[config.mk]
export PLATFORM = sky130hd
export DESIGN_NAME = mem_port_arbiter
export DESIGN_NICKNAME = d
export VERILOG_FILES = /design/src/rtl/cpu_pkg.sv /design/src/rtl/rr_arb2.sv /design/src/rtl/mem_port_arbiter.sv
export SDC_FILE = /design/constraint.sdc
export NUM_CORES = 1
export LEC_CHECK = 0
export ABC_AREA = 1
export CORE_MARGIN = 2
export CORE_UTILIZATION = 40
export DETAILED_ROUTE_END_ITERATION = 6
export PLACE_DENSITY = 0.81
export SYNTH_ARGS = -nofsm -noshare
export SYNTH_HDL_FRONTEND = slang
export SYNTH_SLANG_ARGS = --single-unit
[constraint.sdc]
create_clock -name clk -period 1.9 [get_ports clk]
set_input_delay 0.57 -clock clk [delete_from_list [all_inputs] [get_ports clk]]
set_output_delay 0.57 -clock clk [all_outputs]
set_load 0.03 [all_outputs]
[src/rtl/cpu_pkg.sv]
// Shared CPU definitions used by the memory-port arbiter.
//   state_t    : arbiter FSM states (IDLE, DATA, FETCH)
//   grant_t    : which requester was granted most recently
//   GNT_BIT_*  : bit positions in the one-hot grant vector
//   ADDR_W_DEF / DATA_W_DEF : default bus widths
package cpu_pkg;

    localparam int unsigned ADDR_W_DEF = 32;
    localparam int unsigned DATA_W_DEF = 32;

    typedef enum logic [1:0] {
        IDLE  = 2'd0,
        DATA  = 2'd1,
        FETCH = 2'd2
    } state_t;

    typedef enum logic {
        GNT_DATA  = 1'b0,
        GNT_FETCH = 1'b1
    } grant_t;

    localparam int unsigned GNT_BIT_DATA  = 0;
    localparam int unsigned GNT_BIT_FETCH = 1;

endpackage

[src/rtl/rr_arb2.sv]
// Two-requester round-robin picker.
//   req_data   in  : data-stage request (already masked by the caller)
//   req_fetch  in  : fetch request (already masked by the caller)
//   last_grant in  : requester served most recently (GNT_DATA/GNT_FETCH)
//   gnt        out : one-hot grant, bit GNT_BIT_DATA / GNT_BIT_FETCH
module rr_arb2
    import cpu_pkg::*;
(
    input  logic       req_data,
    input  logic       req_fetch,
    input  logic       last_grant,
    output logic [1:0] gnt
);

    always_comb begin
        gnt = '0;
        // On a conflict, the requester not served last time wins.
        if (req_data && (!req_fetch || last_grant == GNT_FETCH)) begin
            gnt[GNT_BIT_DATA] = 1'b1;
        end else if (req_fetch) begin
            gnt[GNT_BIT_FETCH] = 1'b1;
        end
    end

endmodule

[src/rtl/mem_port_arbiter.sv]
// Arbitrates one single-ported unified memory between instruction fetch and
// the data-memory stage. One transaction at a time; the memory handshake is
// held until mem_ready, and completion is signalled by a one-cycle ack.
//   clk, rst           : clock, synchronous active-high reset
//   if_req/if_addr     : fetch request / address; if_rdata+if_ack return
//   dm_read/dm_write   : data load/store request; dm_addr, dm_wdata
//   dm_rdata/dm_ack    : load data and completion pulse
//   mem_*              : memory handshake (req, we, addr, wdata, rdata, ready)
//   stall              : freeze PC/IF/ID while any request is outstanding
//   err                : sticky, set when dm_read and dm_write are both high
module mem_port_arbiter
    import cpu_pkg::*;
#(
    parameter int unsigned ADDR_W = ADDR_W_DEF,
    parameter int unsigned DATA_W = DATA_W_DEF
)
(
    input  logic              clk,
    input  logic              rst,
    input  logic              if_req,
    input  logic [ADDR_W-1:0] if_addr,
    output logic [DATA_W-1:0] if_rdata,
    output logic              if_ack,
    input  logic              dm_read,
    input  logic              dm_write,
    input  logic [ADDR_W-1:0] dm_addr,
    input  logic [DATA_W-1:0] dm_wdata,
    output logic [DATA_W-1:0] dm_rdata,
    output logic              dm_ack,
    output logic              mem_req,
    output logic              mem_we,
    output logic [ADDR_W-1:0] mem_addr,
    output logic [DATA_W-1:0] mem_wdata,
    input  logic [DATA_W-1:0] mem_rdata,
    input  logic              mem_ready,
    output logic              stall,
    output logic              err
);

    state_t     state;
    grant_t     last_grant;
    logic       dm_pend;
    logic       if_pend;
    logic       dm_cand;
    logic       if_cand;
    logic [1:0] gnt;

    assign dm_pend = dm_read | dm_write;
    assign if_pend = if_req;

    // A requester is still holding its line during its ack cycle; mask it so
    // the same request is not served twice.
    assign dm_cand = dm_pend & ~dm_ack;
    assign if_cand = if_pend & ~if_ack;

    assign stall = (if_req & ~if_ack) | (dm_pend & ~dm_ack);

    rr_arb2 u_rr_arb2 (
        .req_data   (dm_cand),
        .req_fetch  (if_cand),
        .last_grant (last_grant),
        .gnt        (gnt)
    );

    always_ff @(posedge clk) begin
        if (rst) begin
            state      <= IDLE;
            last_grant <= GNT_FETCH;
            mem_req    <= 1'b0;
            mem_we     <= 1'b0;
            mem_addr   <= '0;
            mem_wdata  <= '0;
            if_ack     <= 1'b0;
            dm_ack     <= 1'b0;
            if_rdata   <= '0;
            dm_rdata   <= '0;
            err        <= 1'b0;
        end else begin
            if_ack <= 1'b0;
            dm_ack <= 1'b0;

            if (dm_read && dm_write) begin
                err <= 1'b1;
            end

            case (state)
                IDLE: begin
                    if (gnt[GNT_BIT_DATA]) begin
                        state     <= DATA;
                        mem_req   <= 1'b1;
                        // read+write together is performed as a store
                        mem_we    <= dm_write;
                        mem_addr  <= dm_addr;
                        mem_wdata <= dm_wdata;
                    end else if (gnt[GNT_BIT_FETCH]) begin
                        state     <= FETCH;
                        mem_req   <= 1'b1;
                        mem_we    <= 1'b0;
                        mem_addr  <= if_addr;
                        mem_wdata <= '0;
                    end
                end

                DATA: begin
                    if (mem_ready) begin
                        dm_rdata   <= mem_rdata;
                        dm_ack     <= 1'b1;
                        last_grant <= GNT_DATA;
                        mem_req    <= 1'b0;
                        mem_we     <= 1'b0;
                        state      <= IDLE;
                    end
                end

                FETCH: begin
                    if (mem_ready) begin
                        if_rdata   <= mem_rdata;
                        if_ack     <= 1'b1;
                        last_grant <= GNT_FETCH;
                        mem_req    <= 1'b0;
                        mem_we     <= 1'b0;
                        state      <= IDLE;
                    end
                end

                default: begin
                    state   <= IDLE;
                    mem_req <= 1'b0;
                    mem_we  <= 1'b0;
                end
            endcase
        end
    end

endmodule
Word level (Yosys, flattened, before mapping)

Index checks and enable logic that the tools add are counted.

Output and inout port bits: 134
Register bits after elaboration: 136
Word-level logic and storage cells: 61
Bits of input ports: 134

Equal/unequal tests: 6
Bitwise gates (word level): 8
Mux-type cells: 21
Reduce and logical (&&, ||, !) cells: 15

Operator list:

| kind                 | count |
|---|---|
| $mux W32             | 4 |
| $mux W1              | 10 |
| $reduce_and A2 Y1    | 4 |
| $mux W2              | 3 |
| $pmux W1 S2          | 3 |
| $reduce_or A2 Y1     | 3 |
| $ne A2 B2 Y1 const B | 2 |
| $not A1 Y1           | 4 |
| $pmux W2 S2          | 1 |
| $reduce_bool A2 Y1   | 2 |
| $ne A3 B3 Y1 const B | 1 |
| $reduce_and A3 Y1    | 1 |
| $and A1 B1 Y1        | 2 |
| $eq A2 B1 Y1 const B | 1 |
| $eq A2 B2 Y1 const B | 1 |
| $logic_and A1 B1 Y1  | 2 |
| $logic_not A2 Y1     | 1 |
| $ne A2 B1 Y1 const B | 1 |
| $or A1 B1 Y1         | 2 |
| $logic_not A1 Y1     | 1 |
| $logic_or A1 B1 Y1   | 1 |

Logic depth before layout (Yosys ltp)

Word-level depth: 9
Depth in mapped cells: 9
Gate-level depth less buffers: 7

Hierarchy

Synthesis repeated with hierarchy kept, for this count alone.

Cell total of the unflattened synthesis: 718
Area, all modules: 5303.8 um^2

Modules (own cells, without submodules):

| module           | cells an instance | instances | area an instance (um^2) | sequential area each (um^2) |
|---|---|---|---|---|
| mem_port_arbiter | 714               | 1         | 5276.3                  | 2722.6 |
| rr_arb2          | 4                 | 1         | 27.5                    | 0.0 |

Worst setup path before layout

Ideal clock, no wire load.

Path kind: input-to-reg
From: input dm_write
To: register mem_wdata[23]
Path buffers: 1
Cell stages on the path: 6
Library setup time: 71 ps
Data arrival time: 1561 ps
Required time: 1829 ps
Slack: 268 ps
Cell sequence: o21ai_2 -> nand2_1 -> nand2_1 -> buf_2 -> nand2_1 -> a21oi_1

Longest elaborated chain between the ends: 6
Elaborated cells between the ends (all ways): 8
Classes of those cells: mux (3); bitwise (2); reduce/logical (3)

Ends and longest elaborated chain:

| what                         | RTL line               | text |
|---|---|---|
| start, declared              | mem_port_arbiter.sv:25 | `input logic dm_write,` |
| $or A1 B1 Y1 *               | mem_port_arbiter.sv:48 | `assign dm_pend = dm_read \| dm_write;` |
| $and A1 B1 Y1 *              | mem_port_arbiter.sv:53 | `assign dm_cand = dm_pend & ~dm_ack;` |
| $logic_and A1 B1 Y1 *        | rr_arb2.sv:18          | `if (req_data && (!req_fetch \|\| last_grant == GNT_FETCH)) begin` |
| $mux W1                      | rr_arb2.sv:18          |  |
| $reduce_bool A2 Y1 (no line) | n/a                    |  |
| $reduce_and A2 Y1 (no line)  | n/a                    |  |
| end signal, assigned         | mem_port_arbiter.sv:94 | `mem_wdata <= dm_wdata;` |
| end, declared                | mem_port_arbiter.sv:33 | `output logic [DATA_W-1:0] mem_wdata,` |

Mark *: on every way between the ends. The rest lies on a longest branch, timed or not.
A chain may end at the register's enable or synchronous reset.

Worst setup path after layout

From: input dm_write
To: output stall

Longest elaborated chain between the ends: 3

Ends and longest elaborated chain:

| what          | RTL line               | text |
|---|---|---|
| $or A1 B1 Y1  | mem_port_arbiter.sv:48 |  |
| $and A1 B1 Y1 | mem_port_arbiter.sv:56 | `assign stall = (if_req & ~if_ack) \| (dm_pend & ~dm_ack);` |
| $or A1 B1 Y1  | mem_port_arbiter.sv:56 |  |
| end, declared | mem_port_arbiter.sv:36 | `output logic stall,` |

No other way between the ends.

==> out/results.txt <==
Starting density of the core: 41.0%. The count of nets left with antenna violations after detail routing was 0; the via count of the first global-routing pass was 5279. After global routing the overflow that remains totals 0. The number of antenna violations at the first check in global routing was 0; the global-route wire length before repair was 26500 um.

Dividing the synthesized area by the synthesized cell count gives 7.51 um^2. For the worst setup path, the data arrival time is 1270 ps. The sort of element at the start of the critical path is a primary input.

In the post-route analysis, the smallest setup slack over all paths is 63.1 ps. Total track usage: 23.9%. Classification of the worst setup path: in -> out. Per-cell routed wire length: 14.5 um.

Worst path required time: 1330 ps. The post-detailed-placement half-perimeter wirelength was 11900 um. The count of buffers from port buffering is 267, and the worst clock skew is 5.42 ps. Headroom to the max-slew limit came out at 69.2%. Measured in cells, the most critical reg-to-reg path has a length of 8. Derived from the worst setup path, the maximum achievable clock frequency is 0.544 GHz. The first routing iteration left 429 violations. The count of unresolved DRC violations after routing is 0.

From synthesis to final layout, the design area changed by 68.6%. The die area was 13900 um^2; the CTS H-tree depth was 4. No sink is reached through more buffers than the 2 on the longest clock path. Dividing total power by cell area gives a power density of 1100 nW/um^2. Cells fill 69.1% of the core in the end.

The summed instance area of the synthesized netlist was 5190 um^2; the fraction of final layout cells sized beyond drive strength 1 was 7.65%. The flow ran to the end, and the final reports show no timing, DRC or antenna violations. The post-layout minimum cycle time was 1840 ps; the number of detailed-route iterations in the first pass was 4. The logs give 0 for the max-slew violation count and 0 for the synthesis warning total. In this run the worst path has a maximum fanout of 4. The max-capacitance violation count was 0; the clock sink total was 136. The cell depth of the worst min-delay path came out at 2. The tree is rooted in a sky130_fd_sc_hd__clkbuf_16. 268 I/O pins were placed.

The number of hold buffers added after CTS was 0. After the last flow step, the layout net total stands at 1105. The floorplan step set the die height to 118 um.

The setup TNS is 0 ps. In the synthesized netlist, the number of instances is 692. The tools report the core region area as 12700 um^2.

The post-placement setup slack was -244 ps; the global placer's final weighted congestion was 0.794. The number of nets in the synthesized netlist is 829, and the average via count per standard cell is 4.82. The logs give 0 for the count of endpoints failing setup in the final report and 5559 for the total via count in the routed design. Counting flops and latches in the post-synthesis netlist gives 136.

In this run the core area contains 41 standard-cell rows. In this run the cell area measured after placement is 8250 um^2. The clock-pin slew on the worst setup and hold paths is 60 ps, and the final clock period utilization by the worst path is 96.7%.

The pin count of the biggest net entering global routing is 41, and the area of all placed cells without fillers is 8750 um^2. VDD sags by at most 0.569 mV. The repair_antennas step left the layout with diodes totalling 0. The insertion delay to the later sink of the worst-skew pair came out at 420 ps.

In this run, CTS created clock tree buffers numbering 17. The transition at the pin with the smallest max-transition slack works out to 461 ps. The tools report the final number of hold-violating endpoints as 0. Total power for the finished layout comes to 0.00965 W. The path class of the tightest hold or removal check is reg -> reg.

The detailed-route wire length is 16700 um, and the chip width is 118 um. The critical path endpoint category was a primary output. The run gives 18 as the unique cell type count in the Yosys netlist. The tools report the leakage power as 4.31 nW. Of the synthesized area, sequential elements account for 52.4%.

TritonCTS built the clock tree.
worst paths after layout:
kind	from	end	slack, ps
hold / removal	if_rdata[0]	if_rdata[0]	450
setup reg to reg	state[1]	mem_wdata[23]	370
hold reg to reg	if_rdata[0]	if_rdata[0]	450
setup / recovery	dm_write	stall	60
kinds of logic (layout without fill, tap and decap cells):
| family | Yosys count | count (layout) | share of synthesized area, % |
|---|---|---|---|
| AO/OA/AOI/OAI | 152 | 152 | 16.2 |
| adder cells (fa/ha/maj) | 3 | 3 | 0.723 |
| buffers and inverters | 103 | 392 | 8.21 |
| flip-flops | 136 | 136 | 52.4 |
| AND/OR/NAND/NOR | 298 | 298 | 22.5 |
sequential cells by signal (all words and copies together), names as in the netlist:
name and cells:
mem_wdata 32, dm_rdata 32, mem_we 1, mem_req 1, if_rdata 32, last_grant 1
err 1, dm_ack 1, if_ack 1, mem_addr 32, state 2
cell usage after synthesis:
| cell type | number | area, um^2 |
|---|---|---|
| sky130_fd_sc_hd__buf_6 | 1 | 11.3 |
| sky130_fd_sc_hd__a22o_1 | 17 | 149 |
| sky130_fd_sc_hd__a21oi_1 | 53 | 265 |
| sky130_fd_sc_hd__inv_1 | 58 | 218 |
| sky130_fd_sc_hd__ha_1 | 3 | 37.5 |
| sky130_fd_sc_hd__inv_2 | 1 | 3.75 |
| sky130_fd_sc_hd__nand2_1 | 125 | 469 |
| sky130_fd_sc_hd__o21ai_0 | 80 | 400 |
| sky130_fd_sc_hd__buf_2 | 23 | 115 |
| sky130_fd_sc_hd__nor2_1 | 135 | 507 |
| sky130_fd_sc_hd__o21ai_2 | 1 | 8.76 |
| sky130_fd_sc_hd__nor2_2 | 1 | 6.26 |
| sky130_fd_sc_hd__buf_1 | 2 | 7.51 |
| sky130_fd_sc_hd__dfxtp_1 | 136 | 2720 |
| sky130_fd_sc_hd__buf_4 | 1 | 7.51 |
| sky130_fd_sc_hd__clkbuf_1 | 17 | 63.8 |
| sky130_fd_sc_hd__a21oi_4 | 1 | 16.3 |
| sky130_fd_sc_hd__nand3_1 | 37 | 185 |
cells in the final DEF, fill, tap and decap left out:
cell / count
sky130_fd_sc_hd__inv_2: 1
sky130_fd_sc_hd__a21oi_4: 1
sky130_fd_sc_hd__ha_1: 3
sky130_fd_sc_hd__inv_1: 58
sky130_fd_sc_hd__clkinv_2: 3
sky130_fd_sc_hd__a22o_1: 17
sky130_fd_sc_hd__nand2_1: 122
sky130_fd_sc_hd__buf_6: 1
sky130_fd_sc_hd__o21ai_2: 1
sky130_fd_sc_hd__clkdlybuf4s50_1: 130
sky130_fd_sc_hd__inv_6: 1
sky130_fd_sc_hd__buf_4: 24
sky130_fd_sc_hd__clkbuf_8: 4
sky130_fd_sc_hd__dlymetal6s2s_1: 2
sky130_fd_sc_hd__nor2_2: 1
sky130_fd_sc_hd__dlygate4sd2_1: 134
sky130_fd_sc_hd__a21oi_2: 1
sky130_fd_sc_hd__clkinv_4: 1
sky130_fd_sc_hd__clkbuf_16: 17
sky130_fd_sc_hd__nand3_1: 37
sky130_fd_sc_hd__a21oi_1: 52
sky130_fd_sc_hd__buf_12: 10
sky130_fd_sc_hd__dfxtp_1: 136
sky130_fd_sc_hd__clkinvlp_4: 2
sky130_fd_sc_hd__bufinv_16: 4
sky130_fd_sc_hd__nor2_1: 135
sky130_fd_sc_hd__nand2_2: 3
sky130_fd_sc_hd__o21ai_0: 80
metrics by stage:
step                hold WS, ps  cells
floorplan                   449    692
global placement            438   1120
detailed placement          445   1120
CTS                         455   1152
global route                477   1153
finish                      450   1153
final cells by class:
type | count | area, um^2
Multi-Input combinational cell | 453 | 2060
Clock inverter | 11 | 168
Timing Repair Buffer | 301 | 2890
Fill cell | 1081 | 3920
Inverter | 59 | 221
Tap cell | 172 | 215
Sequential cell | 136 | 2720
Clock buffer | 21 | 480
power by group:
group	switching (W)	total [W]	internal, W
registers	0.000160	0.00336	0.00320
clock network	0.00124	0.00357	0.00233
logic	0.00166	0.00272	0.00106
timing repair:
item / 4_1_cts / 5_1_grt
buffers inserted: 0 / 1
pin swaps: 0 / 2
gates resized for setup: 136 / 3
endpoints found under the setup margin: 134 / 1
critical path: stages:
cell and delay [ps]:
sky130_fd_sc_hd__dlygate4sd2_1 280, sky130_fd_sc_hd__o21ai_2 170, sky130_fd_sc_hd__nand2_2 90, sky130_fd_sc_hd__buf_6 150
layer usage:
metal	up-vias	part of all wire (%)	track usage, %
met1	2550	40	26.5
met4	0	2.0	10.3
met5	-	0	0
met3	29	8.1	7.85
met2	221	50	41.9
li1	2759	-	-
(Power assumes the default switching activity.)
